===== config.mk =====
export PLATFORM = sky130hd
export DESIGN_NAME = mem_sequencer
export DESIGN_NICKNAME = d
export VERILOG_FILES = /design/src/rtl/mem_sequencer.sv
export SDC_FILE = /design/constraint.sdc
export NUM_CORES = 1
export LEC_CHECK = 0
export ABC_AREA = 1
export BUFFER_PORTS_ARGS = -buffer_cell sky130_fd_sc_hd__buf_2
export CAP_MARGIN = 25
export CORE_ASPECT_RATIO = 1.4
export CORE_UTILIZATION = 40
export DETAILED_ROUTE_END_ITERATION = 10
export GPL_ROUTABILITY_DRIVEN = 0
export GPL_TIMING_DRIVEN = 1
export HOLD_SLACK_MARGIN = 0.12
export MAX_ROUTING_LAYER = met4
export PLACE_DENSITY = 0.75
export SLEW_MARGIN = 20
export SYNTH_ARGS = -nofsm -noshare
export SYNTH_HDL_FRONTEND = slang
export SYNTH_SLANG_ARGS = --single-unit

===== constraint.sdc =====
create_clock -name clk -period 1.3 [get_ports clk]
set_input_delay 0.26 -clock clk [delete_from_list [all_inputs] [get_ports clk]]
set_output_delay 0.26 -clock clk [all_outputs]
set_load 0.01 [all_outputs]

===== src/rtl/mem_sequencer.sv =====
// mem_sequencer: fetch / execute / data-memory / writeback sequencer
// with ack timeouts, interrupt entry and a trap strobe.
module mem_sequencer #(
  parameter int unsigned TIMEOUT = 16
) (
  input  logic       clk,
  input  logic       rst,
  input  logic       ACKI_n,
  input  logic       ACKD_n,
  input  logic [2:0] OINT_n,
  input  logic       mem_read,
  input  logic       mem_write,
  input  logic       reg_write,
  input  logic [1:0] inst_size,
  input  logic       int_en,
  output logic       fetch_req,
  output logic       ir_we,
  output logic       MREQ,
  output logic       WRITE,
  output logic [1:0] SIZE,
  output logic       pc_we,
  output logic       reg_we,
  output logic       IACK_n,
  output logic       trap,
  output logic [2:0] trap_cause,
  output logic [2:0] state
);

  typedef enum logic [2:0] {
    S_FETCH = 3'd0,
    S_EXEC  = 3'd1,
    S_DMEM  = 3'd2,
    S_WB    = 3'd3,
    S_INTR  = 3'd4,
    S_ERR   = 3'd5
  } state_t;

  localparam logic [7:0] TO_LAST = 8'(TIMEOUT - 1);

  state_t     st;
  logic [7:0] wait_cnt;
  logic       lat_write;
  logic       lat_reg_write;
  logic [1:0] lat_size;
  logic [2:0] cause_q;

  logic timeout;
  logic mem_op;
  logic irq_req;

  assign timeout = (wait_cnt == TO_LAST);
  assign mem_op  = mem_read | mem_write;
  assign irq_req = int_en && (OINT_n != 3'b111);

  // State, wait counter, decoded-control latches and trap cause.
  // Write wins over read, so only the write bit needs latching.
  always_ff @(posedge clk) begin
    if (!rst) begin
      st            <= S_FETCH;
      wait_cnt      <= 8'd0;
      lat_write     <= 1'b0;
      lat_reg_write <= 1'b0;
      lat_size      <= 2'b00;
      cause_q       <= 3'b000;
    end else begin
      unique case (st)
        S_FETCH: begin
          if (!ACKI_n) begin
            st       <= S_EXEC;
            wait_cnt <= 8'd0;
          end else if (timeout) begin
            st       <= S_ERR;
            cause_q  <= 3'b001;
            wait_cnt <= 8'd0;
          end else begin
            wait_cnt <= wait_cnt + 8'd1;
          end
        end
        S_EXEC: begin
          lat_write     <= mem_write;
          lat_reg_write <= reg_write;
          lat_size      <= inst_size;
          wait_cnt      <= 8'd0;
          if (mem_op && inst_size == 2'b11) begin
            st      <= S_ERR;
            cause_q <= 3'b011;
          end else if (mem_op) begin
            st <= S_DMEM;
          end else begin
            st <= S_WB;
          end
        end
        S_DMEM: begin
          if (!ACKD_n) begin
            st       <= S_WB;
            wait_cnt <= 8'd0;
          end else if (timeout) begin
            st       <= S_ERR;
            cause_q  <= 3'b010;
            wait_cnt <= 8'd0;
          end else begin
            wait_cnt <= wait_cnt + 8'd1;
          end
        end
        S_WB: begin
          wait_cnt <= 8'd0;
          if (irq_req) begin
            st      <= S_INTR;
            cause_q <= {1'b1, ~OINT_n[1:0]};
          end else begin
            st <= S_FETCH;
          end
        end
        S_INTR, S_ERR: begin
          st       <= S_FETCH;
          wait_cnt <= 8'd0;
        end
        default: begin
          st       <= S_FETCH;
          wait_cnt <= 8'd0;
        end
      endcase
    end
  end

  // Outputs decode from registered state and latches only.
  assign fetch_req  = (st == S_FETCH);
  assign ir_we      = (st == S_EXEC);
  assign MREQ       = (st == S_DMEM);
  assign WRITE      = MREQ & lat_write;
  assign SIZE       = MREQ ? lat_size : 2'b00;
  assign pc_we      = (st == S_WB) | (st == S_ERR);
  assign reg_we     = (st == S_WB) & lat_reg_write;
  assign IACK_n     = (st != S_INTR);
  assign trap       = (st == S_INTR) | (st == S_ERR);
  assign trap_cause = cause_q;
  assign state      = st;

endmodule


==> results.toml <==
[status]
status = "complete, but fails checks"
violations = "setup timing"

[synthesis]
ys_seq_elements = 18
yosysWarnings = 0
netlist_instances = 132
synth_cell_types = 25
syn_area_um2 = 966
syn_area_per_cell_um2 = 7.32
synth_nets = 146
ys_seq_area_share_pct = 37.3

[floorplanning]
fp-row-count = 20
die_area_um2 = 2620
ioPinCount = 29
die_x_um = 43.5
die_h_um = 60.1
core-area_um2 = 2230
start_util_pct = 43.4

[timing]
tightestPinTransition_ns = 0.241
fmax_mhz = 701
hold_viol_final = 0
setup_viol = 9
min_period_ns = 1.43
rsz0062_at_grt = "true"
slew_headroom_pct = 83.8
whs_ns = 0.252
finClkSkew_ns = 0.00321
worst_slack_ns = -0.127
fin_crit_sh_pct = 110
fin_setup_tns_ns = -0.820
drv_slew = 0

[global_routing]
grt_max_degree = 11
overflow = 0
grt_pass1_wl_um = 3570
grt_pass1_vias = 895
grt_antenna_before_repair = 0
track_usage_pct = 19.0

[clock_network]
hold_buffers = 0
cts_tree = "done"
cts_buffer_depth = 2
clk_pin_slew_worst_paths_ns = 0.10
cts_buffers = 3
cts.sinks = 18
cts-root-buf = "clkbuf_4"
cts_max_level = 1
insertion_delay_ns = 0.29

[critical_path]
cp-start-kind = "register"
crit_start = "state[2]$_SDFF_PN0_"
arrival_ns = 1.17
reg2reg_to = "trap_cause[0]$_SDFFE_PN0P_"
critPathCapture = "pc_we"
r2r_start = "state[1]$_SDFF_PN0_"
r2r_slack_ns = 0.06
critical_path_class = "register to output pin"
r2r_cells = 8
path_max_fanout = 6
crit_path_end_kind = "output pin"
cp.required_ns = 1.04

[route]
wire_per_inst_um = 11.5
via_count = 946
drtPass1Iterations = 3
drc_errors = 0
viasPerCell = 4.95
routed_wl_um = 2200
ant_nets = 0
drt_iter0_markers = 15

[placement]
io_buffers = 28
dpl.hpwl_um = 1580
pre_cts_slack_ns = -0.0110

[power]
ir_drop_mv = 0.561
p_per_area_nw_per_um2 = 930
p_leak_nw = 0.593

[cells_and_area]
area_delta_synth_final_pct = 33.0
nFillCells = 206
drive_gt1_share_pct = 44.4
n_antenna_cell = 0
final_nets = 185

[hold_path]
hp-class = "input port to register"

[job]
max_cap_violations = 0
==> cells by family (layout without fill, tap and decap cells) <==
| kind of cell | after synthesis | in the layout | synth area share (%) |
|---|---|---|---|
| adder cells (fa/ha/maj) | 1 | 1 | 1.30 |
| flip-flops | 18 | 18 | 37.3 |
| buffers and inverters | 21 | 58 | 10.2 |
| AO/OA/AOI/OAI | 16 | 16 | 8.55 |
| XOR/XNOR | 3 | 3 | 2.72 |
| AND/OR/NAND/NOR | 73 | 73 | 39.9 |
==> routing by layer <==
layer  GRT usage [%]  wire length [um]
met2            35.7              1210
met3            3.63                77
met4            9.38                37
met1            18.0               875
met5               -                 0
==> area by class of cell <==
cell class / count / area [um^2] / share of cell area, %
Timing Repair Buffer: 36 / 210 / 16.4
Multi-Input combinational cell: 93 / 572 / 44.5
Inverter: 19 / 81.3 / 6.33
Tap cell: 22 / 27.5 / 2.14
Sequential cell: 18 / 372 / 28.9
Clock buffer: 3 / 22.5 / 1.75
==> worst max-delay path, cell delays in order (launching register included) <==
cell,delay (ns)
dfxtp_4,0.42
inv_4,0.06
nor2_4,0.13
nor2_1,0.06
nor2_1,0.08
buf_2,0.13
==> where the power goes <==
group,internal (mW),switching [mW],total [mW]
Combinational,0.127,0.178,0.305
Clock,0.108,0.167,0.275
Sequential,0.586,0.0298,0.616
==> stage by stage <==
| stage | power, mW | instances | util, % | instance area [um^2] |
|---|---|---|---|---|
| after floorplan | 0.799 | 132 | - | 966 |
| after global placement | 0.876 | 182 | 50.6 | 1130 |
| after detailed placement | 0.882 | 182 | 50.6 | 1130 |
| after CTS | 1.18 | 188 | 54.5 | 1210 |
| after global routing | 1.28 | 191 | 57.7 | 1280 |
| final | 1.20 | 191 | 57.7 | 1280 |
==> worst min path at each step <==
stage,from,end,slack [ns],cells after the start
final,inst_size[1],lat_size[1]$_SDFFE_PN0P_,0.25,3
after global routing,inst_size[1],lat_size[1]$_SDFFE_PN0P_,0.24,3
after CTS,inst_size[1],lat_size[1]$_SDFFE_PN0P_,0.25,3
after detailed placement,lat_size[1]$_SDFFE_PN0P_,lat_size[1]$_SDFFE_PN0P_,0.45,2
after global placement,wait_cnt[0]$_SDFF_PN0_,wait_cnt[0]$_SDFF_PN0_,0.43,1
after floorplan,wait_cnt[0]$_SDFF_PN0_,wait_cnt[0]$_SDFF_PN0_,0.42,1
==> cells in the final DEF, fill, tap and decap left out, types with 4 or more instances in the layout <==
master	count
a21oi_1	7
buf_2	27
nand2_1	21
nand3_1	5
dfxtp_1	13
inv_1	13
nor2_1	21
buf_4	7
nor2_2	4
o21ai_0	6
nor2_4	6
nand2_2	4
==> synthesized netlist by cell type <==
| cell | instances | area share [%] |
|---|---|---|
| dfxtp_1 | 18 | 37 |
| nand3_4 | 1 | 1.8 |
| o21ai_0 | 6 | 3.1 |
| inv_6 | 1 | 0.91 |
| nand4_1 | 1 | 0.65 |
| nand3_1 | 6 | 3.1 |
| clkinv_1 | 1 | 0.39 |
| inv_1 | 13 | 5.1 |
| nand3_2 | 2 | 2.1 |
| inv_2 | 4 | 1.6 |
| nand3b_1 | 1 | 0.78 |
| nor3b_2 | 2 | 2.6 |
| nor2_2 | 1 | 0.65 |
| nand2_1 | 23 | 8.9 |
| nor2_1 | 26 | 10 |
| o211ai_1 | 1 | 0.78 |
| buf_6 | 2 | 2.3 |
| nand2_4 | 1 | 1.2 |
| nor3_2 | 1 | 1.0 |
| nand2_2 | 2 | 1.3 |
| nor3_1 | 2 | 1.0 |
| ha_1 | 1 | 1.3 |
| a21oi_1 | 9 | 4.7 |
| nor2_4 | 4 | 4.7 |
| xor2_1 | 3 | 2.7 |
==> sequential cells by signal, indices dropped and copies added (netlist names) <==
signal	flops
lat_reg_write	1
lat_size	2
lat_write	1
state	3
trap_cause	3
wait_cnt	8
==> repair_timing <==
| action | 4_1_cts | 5_1_grt |
|---|---|---|
| setup endpoints to repair | 14 | 17 |
| pin swaps | 5 | 8 |
| setup buffers | 4 | 4 |
| cloned | 0 | 0 |
| resized for setup | 16 | 11 |
Note: power is estimated with default switching activity, not from simulation.
